### config.mk
export PLATFORM = sky130hd
export DESIGN_NAME = ws2812_rx
export DESIGN_NICKNAME = d
export VERILOG_FILES = /design/src/rtl/ws2812_rx.sv
export SDC_FILE = /design/constraint.sdc
export NUM_CORES = 1
export LEC_CHECK = 0
export CAP_MARGIN = 20
export CELL_PAD_IN_SITES_DETAIL_PLACEMENT = 1
export CELL_PAD_IN_SITES_GLOBAL_PLACEMENT = 2
export CORE_MARGIN = 8
export CORE_UTILIZATION = 31
export DETAILED_ROUTE_END_ITERATION = 12
export PLACE_DENSITY_LB_ADDON = 0.3
export SYNTH_ARGS = -nofsm -noshare
export SYNTH_HDL_FRONTEND = slang
export SYNTH_SLANG_ARGS = --single-unit
### constraint.sdc
create_clock -name clk -period 2.4 [get_ports clk]
set_clock_uncertainty 0.2 [all_clocks]
set_input_delay 0.6 -clock clk [delete_from_list [all_inputs] [get_ports clk]]
set_output_delay 0.6 -clock clk [all_outputs]
set_load 0.05 [all_outputs]
### src/rtl/ws2812_rx.sv
// WS2812 single-wire receiver.
// Recovers 24-bit pixel words from the serial line, tags each with its index
// within the frame, and flags the latch gap that ends a frame.
module ws2812_rx #(
  parameter int T_MIN      = 2,
  parameter int T_THRESH   = 7,
  parameter int T_HIGH_MAX = 20,
  parameter int T_LATCH    = 600
) (
  input  logic        clk,
  input  logic        reset_n,
  input  logic        din,
  output logic [23:0] rgb_data,
  output logic [7:0]  led_num,
  output logic        valid,
  output logic        frame_done,
  output logic        error,
  output logic        busy
);

  localparam int HW = $clog2(T_HIGH_MAX + 2);
  localparam int LW = $clog2(T_LATCH + 1);

  localparam logic [HW-1:0] H_ONE    = HW'(1);
  localparam logic [HW-1:0] H_SAT    = HW'(T_HIGH_MAX + 1);
  localparam logic [HW-1:0] MIN_C    = HW'(T_MIN);
  localparam logic [HW-1:0] THRESH_C = HW'(T_THRESH);
  localparam logic [HW-1:0] HMAX_C   = HW'(T_HIGH_MAX);
  localparam logic [LW-1:0] L_ONE    = LW'(1);
  localparam logic [LW-1:0] LATCH_C  = LW'(T_LATCH);

  typedef enum logic [1:0] {
    WAIT_LATCH,
    IDLE,
    HIGH,
    LOW
  } state_t;

  // High-time counter stops one past the legal maximum so overlong pulses stay detectable.
  function automatic logic [HW-1:0] sat_inc_high(input logic [HW-1:0] v);
    return (v == H_SAT) ? v : v + H_ONE;
  endfunction

  // Low-time counter stops at the latch length.
  function automatic logic [LW-1:0] sat_inc_low(input logic [LW-1:0] v);
    return (v == LATCH_C) ? v : v + L_ONE;
  endfunction

  logic          din_p0;
  logic          din_s;
  logic [LW-1:0] low_cnt;
  logic [LW-1:0] low_nx;
  logic          latch_hit;

  state_t        state;
  logic [HW-1:0] high_cnt;
  logic [HW-1:0] high_nx;
  logic [4:0]    bit_cnt;
  logic [22:0]   shift;
  logic [23:0]   shift_nx;
  logic [7:0]    word_idx;
  logic          bit_val;
  logic          hi_fault;

  // Two-flop synchronizer for the asynchronous serial line
  always_ff @(posedge clk) begin
    if (!reset_n) begin
      din_p0 <= 1'b0;
      din_s  <= 1'b0;
    end else begin
      din_p0 <= din;
      din_s  <= din_p0;
    end
  end

  // Consecutive low cycles; the latch fires on the cycle the run reaches T_LATCH
  assign low_nx    = din_s ? '0 : sat_inc_low(low_cnt);
  assign latch_hit = !din_s && (low_nx == LATCH_C);

  // Running length of the current low period on the synchronized line
  always_ff @(posedge clk) begin
    if (!reset_n) begin
      low_cnt <= '0;
    end else begin
      low_cnt <= low_nx;
    end
  end

  // Decode helpers: the new bit joins the 23 stored bits to form a full word.
  // A fault is either a high pulse growing too long or one ending too soon.
  assign high_nx  = sat_inc_high(high_cnt);
  assign bit_val  = (high_cnt >= THRESH_C);
  assign shift_nx = {shift, bit_val};
  assign hi_fault = din_s ? (high_nx > HMAX_C) : (high_cnt < MIN_C);

  // Protocol state machine with registered pulse and data outputs
  always_ff @(posedge clk) begin
    if (!reset_n) begin
      state      <= WAIT_LATCH;
      high_cnt   <= '0;
      bit_cnt    <= '0;
      shift      <= '0;
      word_idx   <= '0;
      rgb_data   <= '0;
      led_num    <= '0;
      valid      <= 1'b0;
      frame_done <= 1'b0;
      error      <= 1'b0;
      busy       <= 1'b0;
    end else begin
      valid      <= 1'b0;
      frame_done <= 1'b0;
      error      <= 1'b0;
      case (state)
        WAIT_LATCH: begin
          // Resync point: nothing is decoded until a full latch gap is seen.
          if (latch_hit) begin
            state <= IDLE;
          end
        end
        IDLE: begin
          if (din_s) begin
            high_cnt <= H_ONE;
            state    <= HIGH;
          end
        end
        HIGH: begin
          if (hi_fault) begin
            error    <= 1'b1;
            bit_cnt  <= '0;
            shift    <= '0;
            word_idx <= '0;
            busy     <= 1'b0;
            state    <= WAIT_LATCH;
          end else if (din_s) begin
            high_cnt <= high_nx;
          end else begin
            shift <= shift_nx[22:0];
            busy  <= 1'b1;
            state <= LOW;
            if (bit_cnt == 5'd23) begin
              bit_cnt  <= '0;
              rgb_data <= shift_nx;
              led_num  <= word_idx;
              valid    <= 1'b1;
              if (word_idx != 8'hFF) begin
                word_idx <= word_idx + 8'd1;
              end
            end else begin
              bit_cnt <= bit_cnt + 5'd1;
            end
          end
        end
        LOW: begin
          if (din_s) begin
            high_cnt <= H_ONE;
            state    <= HIGH;
          end else if (latch_hit) begin
            frame_done <= 1'b1;
            error      <= (bit_cnt != 5'd0);
            led_num    <= '0;
            word_idx   <= '0;
            busy       <= 1'b0;
            bit_cnt    <= '0;
            shift      <= '0;
            state      <= IDLE;
          end
        end
        default: begin
          state <= WAIT_LATCH;
        end
      endcase
    end
  end

endmodule

==> results of run 1 <==
cell type report:
class,count,share of cell area (%)
Clock buffer,10,4.68
Timing Repair Buffer,74,14.2
Inverter,10,0.784
Clock inverter,6,1.84
Multi-Input combinational cell,334,38.5
Sequential cell,91,35.8
Tap cell,168,4.12
kinds of logic after synthesis:
kind of cell             share of synthesized area, %
flip-flops                                       47.2
XOR/XNOR                                         1.81
AND/OR/NAND/NOR                                  23.0
AO/OA/AOI/OAI                                    20.2
multiplexers                                    0.777
adder cells (fa/ha/maj)                          2.27
buffers and inverters                            4.76
through the flow:
stage                     total power [mW]  worst slack (ns)  area, um2  hold slack [ns]
final                                 3.20            -0.133       5110            0.238
after global routing                  3.31            -0.195       5110            0.261
after CTS                             3.24           0.00565       4900            0.244
after detailed placement              1.63            -0.157       4520            0.228
after global placement                1.63         -0.000437       4520            0.227
after floorplan                       1.60            0.0842       3860            0.212
synthesized netlist by cell type (all sizes together), types with 2 or more instances:
master,count
o32ai,2
or3,3
o21a,4
a211oi,4
dfxtp,91
nor4,3
nor2b,2
nand2,110
buf,10
o22ai,25
nor3b,2
nand2b,3
xor2,5
clkbuf,20
nand3,20
nand4b,3
inv,9
a41oi,7
xnor2,3
or2,4
o21ai,23
or3b,2
a21oi,39
a21o,3
ha,7
nor2,22
and3b,2
mux2i,3
nand4,2
and2,4
a21boi,2
a311oi,2
nor3,8
a31oi,2
routing by layer:
metal | global-route usage [%] | share of wire, % | wire length [um]
met1 | 15.1 | 46 | 4860
met2 | 21.7 | 48 | 5050
met4 | 6.43 | 1.8 | 191
met3 | 3.12 | 3.5 | 363
met5 | 0 | 0 | 0
sequential cells by signal (all words and copies together), names as in the netlist, 2 cells and up:
| register | cells |
|---|---|
| shift | 23 |
| bit_cnt | 5 |
| state | 2 |
| word_idx | 8 |
| low_cnt | 10 |
| rgb_data | 24 |
| high_cnt | 5 |
| led_num | 8 |
where the power goes:
group | switching [mW] | internal, mW | total, mW
sequential | 0.00850 | 1.51 | 1.52
clock | 0.628 | 0.952 | 1.58
combinational | 0.0593 | 0.0354 | 0.0947
total | 0.696 | 2.50 | 3.20
worst min path at each step:
stage / from / to / slack (ns) / cells after the start
after floorplan: din_p0 / din_s / 0.21 / 1
after global placement: din_p0 / din_s / 0.23 / 1
after detailed placement: din_p0 / din_s / 0.23 / 1
after CTS: din_p0 / din_s / 0.24 / 1
after global routing: din_p0 / din_s / 0.26 / 1
final: din_p0 / din_s / 0.24 / 1
cells in the final DEF (no fill, tap or decap), types with 7 or more instances in the layout:
cell type          n
dfxtp_1           88
inv_1              8
nand3_1           20
nor3_1             7
o21ai_1            7
clkdlybuf4s50_1   37
o21ai_0           14
a21oi_1           38
clkbuf_16         12
o22ai_1           24
nor2_1            21
nand2_1          110
buf_4             28
timing repair:
action | 4_1_cts | 5_1_grt
setup buffers | 0 | 5
gates cloned | 0 | 4
resized for setup | 10 | 25
setup endpoints to repair | 46 | 64
pin swaps | 0 | 8
==> results, run 1 <==
- The flow ran to the end, but the final reports show violations.
- The checks that failed: negative setup slack.
- For this design, the CTS-stage hold fixing added 0 buffers.
- The non-filler instance count after layout is 693.
- The cell type with the highest aggregate area in the netlist is dfxtp_1.
- The number of nets in the synthesized netlist is 475.
- The share of async-settable or async-resettable flops after synthesis is 0%.
- The H-tree was split into 3 levels.
- The number of remaining DRC errors is 0.
- On the worst path, the slowest cell contributes a delay of 0.39 ns.
- The setup path with the least slack is of type reg2reg.
- The die covers 16300 um2.
- The clock tree from TritonCTS is built.
- Counting buffers and inverters, the worst setup path is 10 cells deep.
- Setup repair after global routing could not meet its margin everywhere.
- The capture instance of the worst register-to-register path is word_idx[6].
- The number of I/O pins is 39.
- A synthesized cell averages 8.31 um2.
- For the worst setup path, the data required time is 2.42 ns.
- The net total in the final layout is 530.
- The count of TritonRoute iterations in the first routing pass is 5.
- The most critical setup path has its startpoint at low_cnt[0].
- The clock reaches the later pin of the worst-skew pair after 0.35 ns.
- Setup violations remaining at the end of the flow were counted as 47.
- The synthesized netlist contains 56 unique library cells.
- The clock input transition at the sequential cells of the worst setup and hold paths is 0.07 ns.
- The portion of the clock cycle consumed by the worst path in the final layout is 106%.
- The HPWL after detailed placement is 6950 um.
- Routability-driven placement finished with a final weighted congestion of 0.736.
- The number of endpoints with negative hold slack in the final report is 0.
- The routed design could run at a clock period as short as 2.53 ns.
- The floorplan step defined a core boundary enclosing 12100 um2.
- Measured along the y axis, the die boundary spans 128 um.
- The number of standard cells after synthesis is 465.
- The cell depth of the worst flop-to-flop path is 10.
- Entering global routing, the biggest net connects 39 pins.
- The number of CTS-inserted buffers is 9.
- The signal arrival time at the worst endpoint is 2.55 ns.
- 0 antenna diodes ended up in the layout.
- For this block, the via count after detailed routing is 3456.
- For flop-to-flop paths, the worst setup slack is -0.13 ns.
- For this block, the initial DRC count from the detailed router was 124.
- In this run the biggest area consumer among cell types represents 47.2% of the synthesized area.
- The total area of sequential cells is 1830 um2.
- Counting flops and latches in the post-synthesis netlist gives 91.
- Walking the worst path, the cells encountered are inv_1 > ha_4 > nand4b_1 > buf_4 > nor3_4 > a221o_1 > a211oi_4 > o2bb2ai_4 > clkbuf_16 > a41oi_2.
- The via count of the first global-routing pass is 3492.
- The cell sitting at the root of the clock tree is a clkbuf_16.
- Along the worst path, the maximum fanout reaches 6.
- The combined area of the multi-input logic cells is 1970 um2.
- The number of antenna violations at the first check in global routing is 0.
- The global-route usage over all layers is 12.9%.
- On the critical path, the stage with the largest delay is an instance of dfxtp_4.
- The number of buffers and inverters on the critical path is 3.
- The power per unit of standard cell area is 626 nW/um2.
- The fraction of the core area covered by cells at the end of the flow is 42.2%.
- For this run, the leading register cell type out of synthesis is dfxtp_1.
- The actual transition at the worst max-transition pin is 0.546 ns.
- The first global-routing pass estimated 17100 um of wire.
- The final setup slack of the worst path is -0.133 ns.
- The relative area change from synthesis to final layout is 32.2%.
- In the final layout, the share of cells above drive strength 1 is 15.6%.
- The routed wire length is 10500 um.
- The maximum clock frequency is 395 MHz.
- The clock passes through at most 2 buffers.
- The synthesized netlist occupies a cell area of 3860 um2.
- The Yosys step of the flow raised 0 warnings.
- The worst slew slack as a fraction of its limit is 63.3%.
- The x dimension of the die is 128 um.
- After detailed routing, the number of vias per cell comes to 4.99.
- After detailed placement, the design holds a cell count of 668.
- After synthesis, flip-flops and latches occupy 47.2% of the total area.
- The count of buffers from port buffering is 38.
- The worst setup path is launched from a flop.
- The starting utilization of the core area is 31.9%.
- After synthesis, the cell types taking the most area are dfxtp_1 47%, nand2_1 11%, a21oi_1 5.1%.
- Grouping stages by cell kind, the critical path spends the most delay in compound AO/OA/AOI/OAI gates.
- The worst-case IR drop observed on VDD is 0.000338 V.
- Once detail routing completed, the nets flagged for antenna violations numbered 0.
- The total negative setup slack is -4.70 ns.
- The worst setup path is captured at a flop.
- The total count of max-transition violations in the final report is 0.
- CTS saw 91 sinks.
- Summed over all layers, the global routing overflow is 0.
- The type of the worst min-delay path is reg2reg.
- Summed over all cells, the static leakage comes to 1.75 nW.
- The critical path ends at word_idx[6].
- The tool flagged a number of max-cap violations equal to 0.
- The average wire length per cell after detail routing is 15.1 um.
- In this run, synthesis inferred 0 flip-flops with an integrated enable.
- After floorplanning, the core was divided into 40 placement rows.
- The layout has 1460 filler cells.
- The startpoint identified for the worst register-to-register timing path is low_cnt[0].
(Power assumes the default switching activity.)
==> run 2, diff against run 1 <==
--- a/config.mk
+++ b/config.mk
@@ -9,7 +9,7 @@
 export CELL_PAD_IN_SITES_DETAIL_PLACEMENT = 1
 export CELL_PAD_IN_SITES_GLOBAL_PLACEMENT = 2
 export CORE_MARGIN = 8
-export CORE_UTILIZATION = 31
+export CORE_UTILIZATION = 36
 export DETAILED_ROUTE_END_ITERATION = 12
 export PLACE_DENSITY_LB_ADDON = 0.3
 export SYNTH_ARGS = -nofsm -noshare
==> constraint.sdc (replaced) <==
create_clock -name clk -period 3 [get_ports clk]
set_clock_uncertainty 0.2 [all_clocks]
set_input_delay 0.75 -clock clk [delete_from_list [all_inputs] [get_ports clk]]
set_output_delay 0.75 -clock clk [all_outputs]
set_load 0.05 [all_outputs]
==> run 2 against run 1 <==
The run now ends clean. Global-route usage increased by 0.73 points. Sequential cell count unchanged. Clock power decreased by 47%. Worst hold slack improved by 0.013 ns. Final cell count decreased by 7.9%. Power decreased by 34%. Utilization increased by 0.49 points. Combinational power decreased by 43%.
==> results, run 2 (synthesis gave the netlist of run 1 again) <==
- The internal power is 1.62 mW.
- The clock tree root driver cell is clkbuf_8.
- Across all register-to-register paths, the minimum setup slack is 0.27 ns.
- Data arrives at the worst endpoint at 2.74 ns.
- The clock latency on the worst-skew pair is 0.36 ns.
- The global routing stage identified its most utilized layer as met2.
- The largest net degree at the start of global routing is 39.
- The worst register-to-register path ends at word_idx[2].
- The sequential share of power is 57.9%.
- The via count of the first global-routing pass came to 3424.
- The first detailed-routing pass took 4 iterations.
- The floorplan core area is 10700 um2.
- Leaving out fill and tap cells, the most frequent cell in the layout is nand2_1.
- The worst setup path is captured at a flop.
- The power per unit of standard cell area is 464 nW/um2.
- For this run, global-route usage on met2 was measured as 22.4%.
- The total clock sinks is 91.
- The global routing usage on met3 is 3.48%.
- The average wire length per cell after detail routing is 14.9 um.
- The post-route netlist has 7.23% of its cells at a drive strength greater than 1.
- Relative to the synthesized area, the layout overhead comes to 17.6%.
- The type of the worst min-delay path is reg2reg.
- The total count of max-transition violations in the final report is 0.
- The maximum clock frequency is 366 MHz.
- The worst setup path is of the reg2reg kind.
- In the global route stage, met1 resource usage came out at 17.0%.
- 0 antenna diodes ended up in the layout.
- The routed wire length is 9500 um.
- The largest registers in the layout are rgb_data x24, shift x23, low_cnt x10.
- At the worst endpoint, the required time is 3.01 ns.
- In the layout the commonest cells are 110 x nand2_1, 91 x dfxtp_1, 39 x a21oi_1.
- The worst hold margin is 0.251 ns.
- Setup repair after global routing left no endpoint under its margin.
- The number of buffers inserted for hold repair after clock tree synthesis is 0.
- The clock tree from TritonCTS is built.
- The total negative setup slack is 0 ns.
- The flow ran to the end, and the final reports show no timing, DRC or antenna violations.
- The number of endpoints with negative hold slack in the final report came to 0.
- Once the floorplan was initialized, standard cells occupied 36.3% of the core.
- The cell depth of the worst flop-to-flop path is 8.
- The last weighted congestion value of the routability-driven placer is 0.794.
- For this run, design rule violations remaining after detail routing come to 0.
- Setup violations remaining at the end of the flow were counted as 0.
- Overall power consumption after layout is estimated at 2.11 mW.
- Max-cap violations in this run came to 0.
- Per report_power, the clock group accounts for 39.6% of the total.
- The HPWL after detailed placement is 6530 um.
- The critical path launch point type is a flop.
- The portion of the clock cycle consumed by the worst path in the final layout is 91.1%.
- The total die area is 14300 um2.
- The iteration-0 DRC count of the detailed router is 124.
- The buffers inserted during post-CTS setup optimization is 0.
- In this run the horizontal extent of the chip is 120 um.
- The number of antenna violations at the first check in global routing is 0.
- The register with the most flip-flops in the layout has 24 of them.
- The via-per-instance ratio is 5.24.
- In this run, CTS created clock tree buffers numbering 9.
- The global-route usage over all layers is 13.6%.
- The analysis attributes to net switching a power of 0.489 mW.
- The peak ir drop on the vdd network is 0.000185 V.
- Clock-pin slew was measured on the worst setup and hold paths at 0.09 ns.
- Of the total power, the share spent switching nets is 23.2%.
- Counting along the longest clock path gives a buffer depth of 2.
- The actual transition at the worst max-transition pin is 0.617 ns.
- The share of power burned in combinational logic is 2.6%.
- The pre-CTS setup slack is 0.330 ns.
- The post-layout minimum cycle time is 2.73 ns.
- The critical path ends at word_idx[2].
- The final setup slack of the worst path is 0.266 ns.
- Of all nets on the critical path, the largest fanout is 38.
- The height of the chip is 120 um.
- The net total in the final layout is 503.
- The first global-routing pass estimated 16400 um of wire.
- The count of buffers from port buffering is 38.
- Summed over all cells, the static leakage comes to 1.52 nW.
- The worst setup path startpoint is low_cnt[1].
- 39 I/O pins were placed.
- The number of vias in the routed layout is 3343.
- The number of gates resized after cts is 0.
- The floorplan has 38 rows.
- In this run the critical register-to-register path is launched from low_cnt[1].
- The worst slew slack as a fraction of its limit is 58.6%.
- The H-tree depth is 3.
- The number of antenna-violating nets in the routed design is 0.
- The global-route congestion overflow total is 0.
- Counting flops per register, the top entry is rgb_data.
-- run 2: through the flow --
step | instances | utilization (%) | cell area, um2
floorplan | 465 | - | 3860
global placement | 622 | 40.8 | 4350
detailed placement | 622 | 40.8 | 4350
CTS | 638 | 42.7 | 4540
global route | 638 | 42.7 | 4540
finish | 638 | 42.7 | 4540
-- run 2: final cells by class --
class	count	area (um2)
Clock buffer	11	131
Clock inverter	5	62.6
Fill cell	1309	6110
Inverter	10	37.5
Multi-Input combinational cell	334	1860
Sequential cell	91	1820
Tap cell	140	175
Timing Repair Buffer	47	455
-- run 2: worst min-delay path by stage --
stage	from	cells past startpoint	endpoint	slack (ns)
after global placement	din_p0	1	din_s	0.23
final	din_p0	1	din_s	0.25
after CTS	rgb_data[7]	2	rgb_data[7]	0.26
after global routing	rgb_data[5]	2	rgb_data[5]	0.27
after floorplan	din_p0	1	din_s	0.21
after detailed placement	din_p0	1	din_s	0.24
-- run 2: layer usage --
| layer | wire [um] | part of all wire, % |
|---|---|---|
| met1 | 4540 | 48 |
| met2 | 4460 | 47 |
| met3 | 368 | 3.9 |
| met4 | 129 | 1.4 |
| met5 | 0 | 0 |
-- run 2: worst max-delay path: stages, from the launching register on --
cell	delay [ns]
dfxtp_1	0.45
ha_1	0.30
nand3_1	0.22
o21a_1	0.25
a221o_1	0.32
a211oi_4	0.28
o2bb2ai_2	0.16
buf_12	0.22
a41oi_1	0.16
-- run 2: power by group through the flow --
| stage | combinational [mW] | sequential, mW | clock (mW) |
|---|---|---|---|
| floorplan | 0.0408 | 1.24 | 0 |
| global placement | 0.0536 | 1.25 | 0 |
| detailed placement | 0.0550 | 1.25 | 0 |
| CTS | 0.0551 | 1.22 | 0.871 |
| global route | 0.0607 | 1.22 | 0.926 |
| finish | 0.0539 | 1.22 | 0.834 |
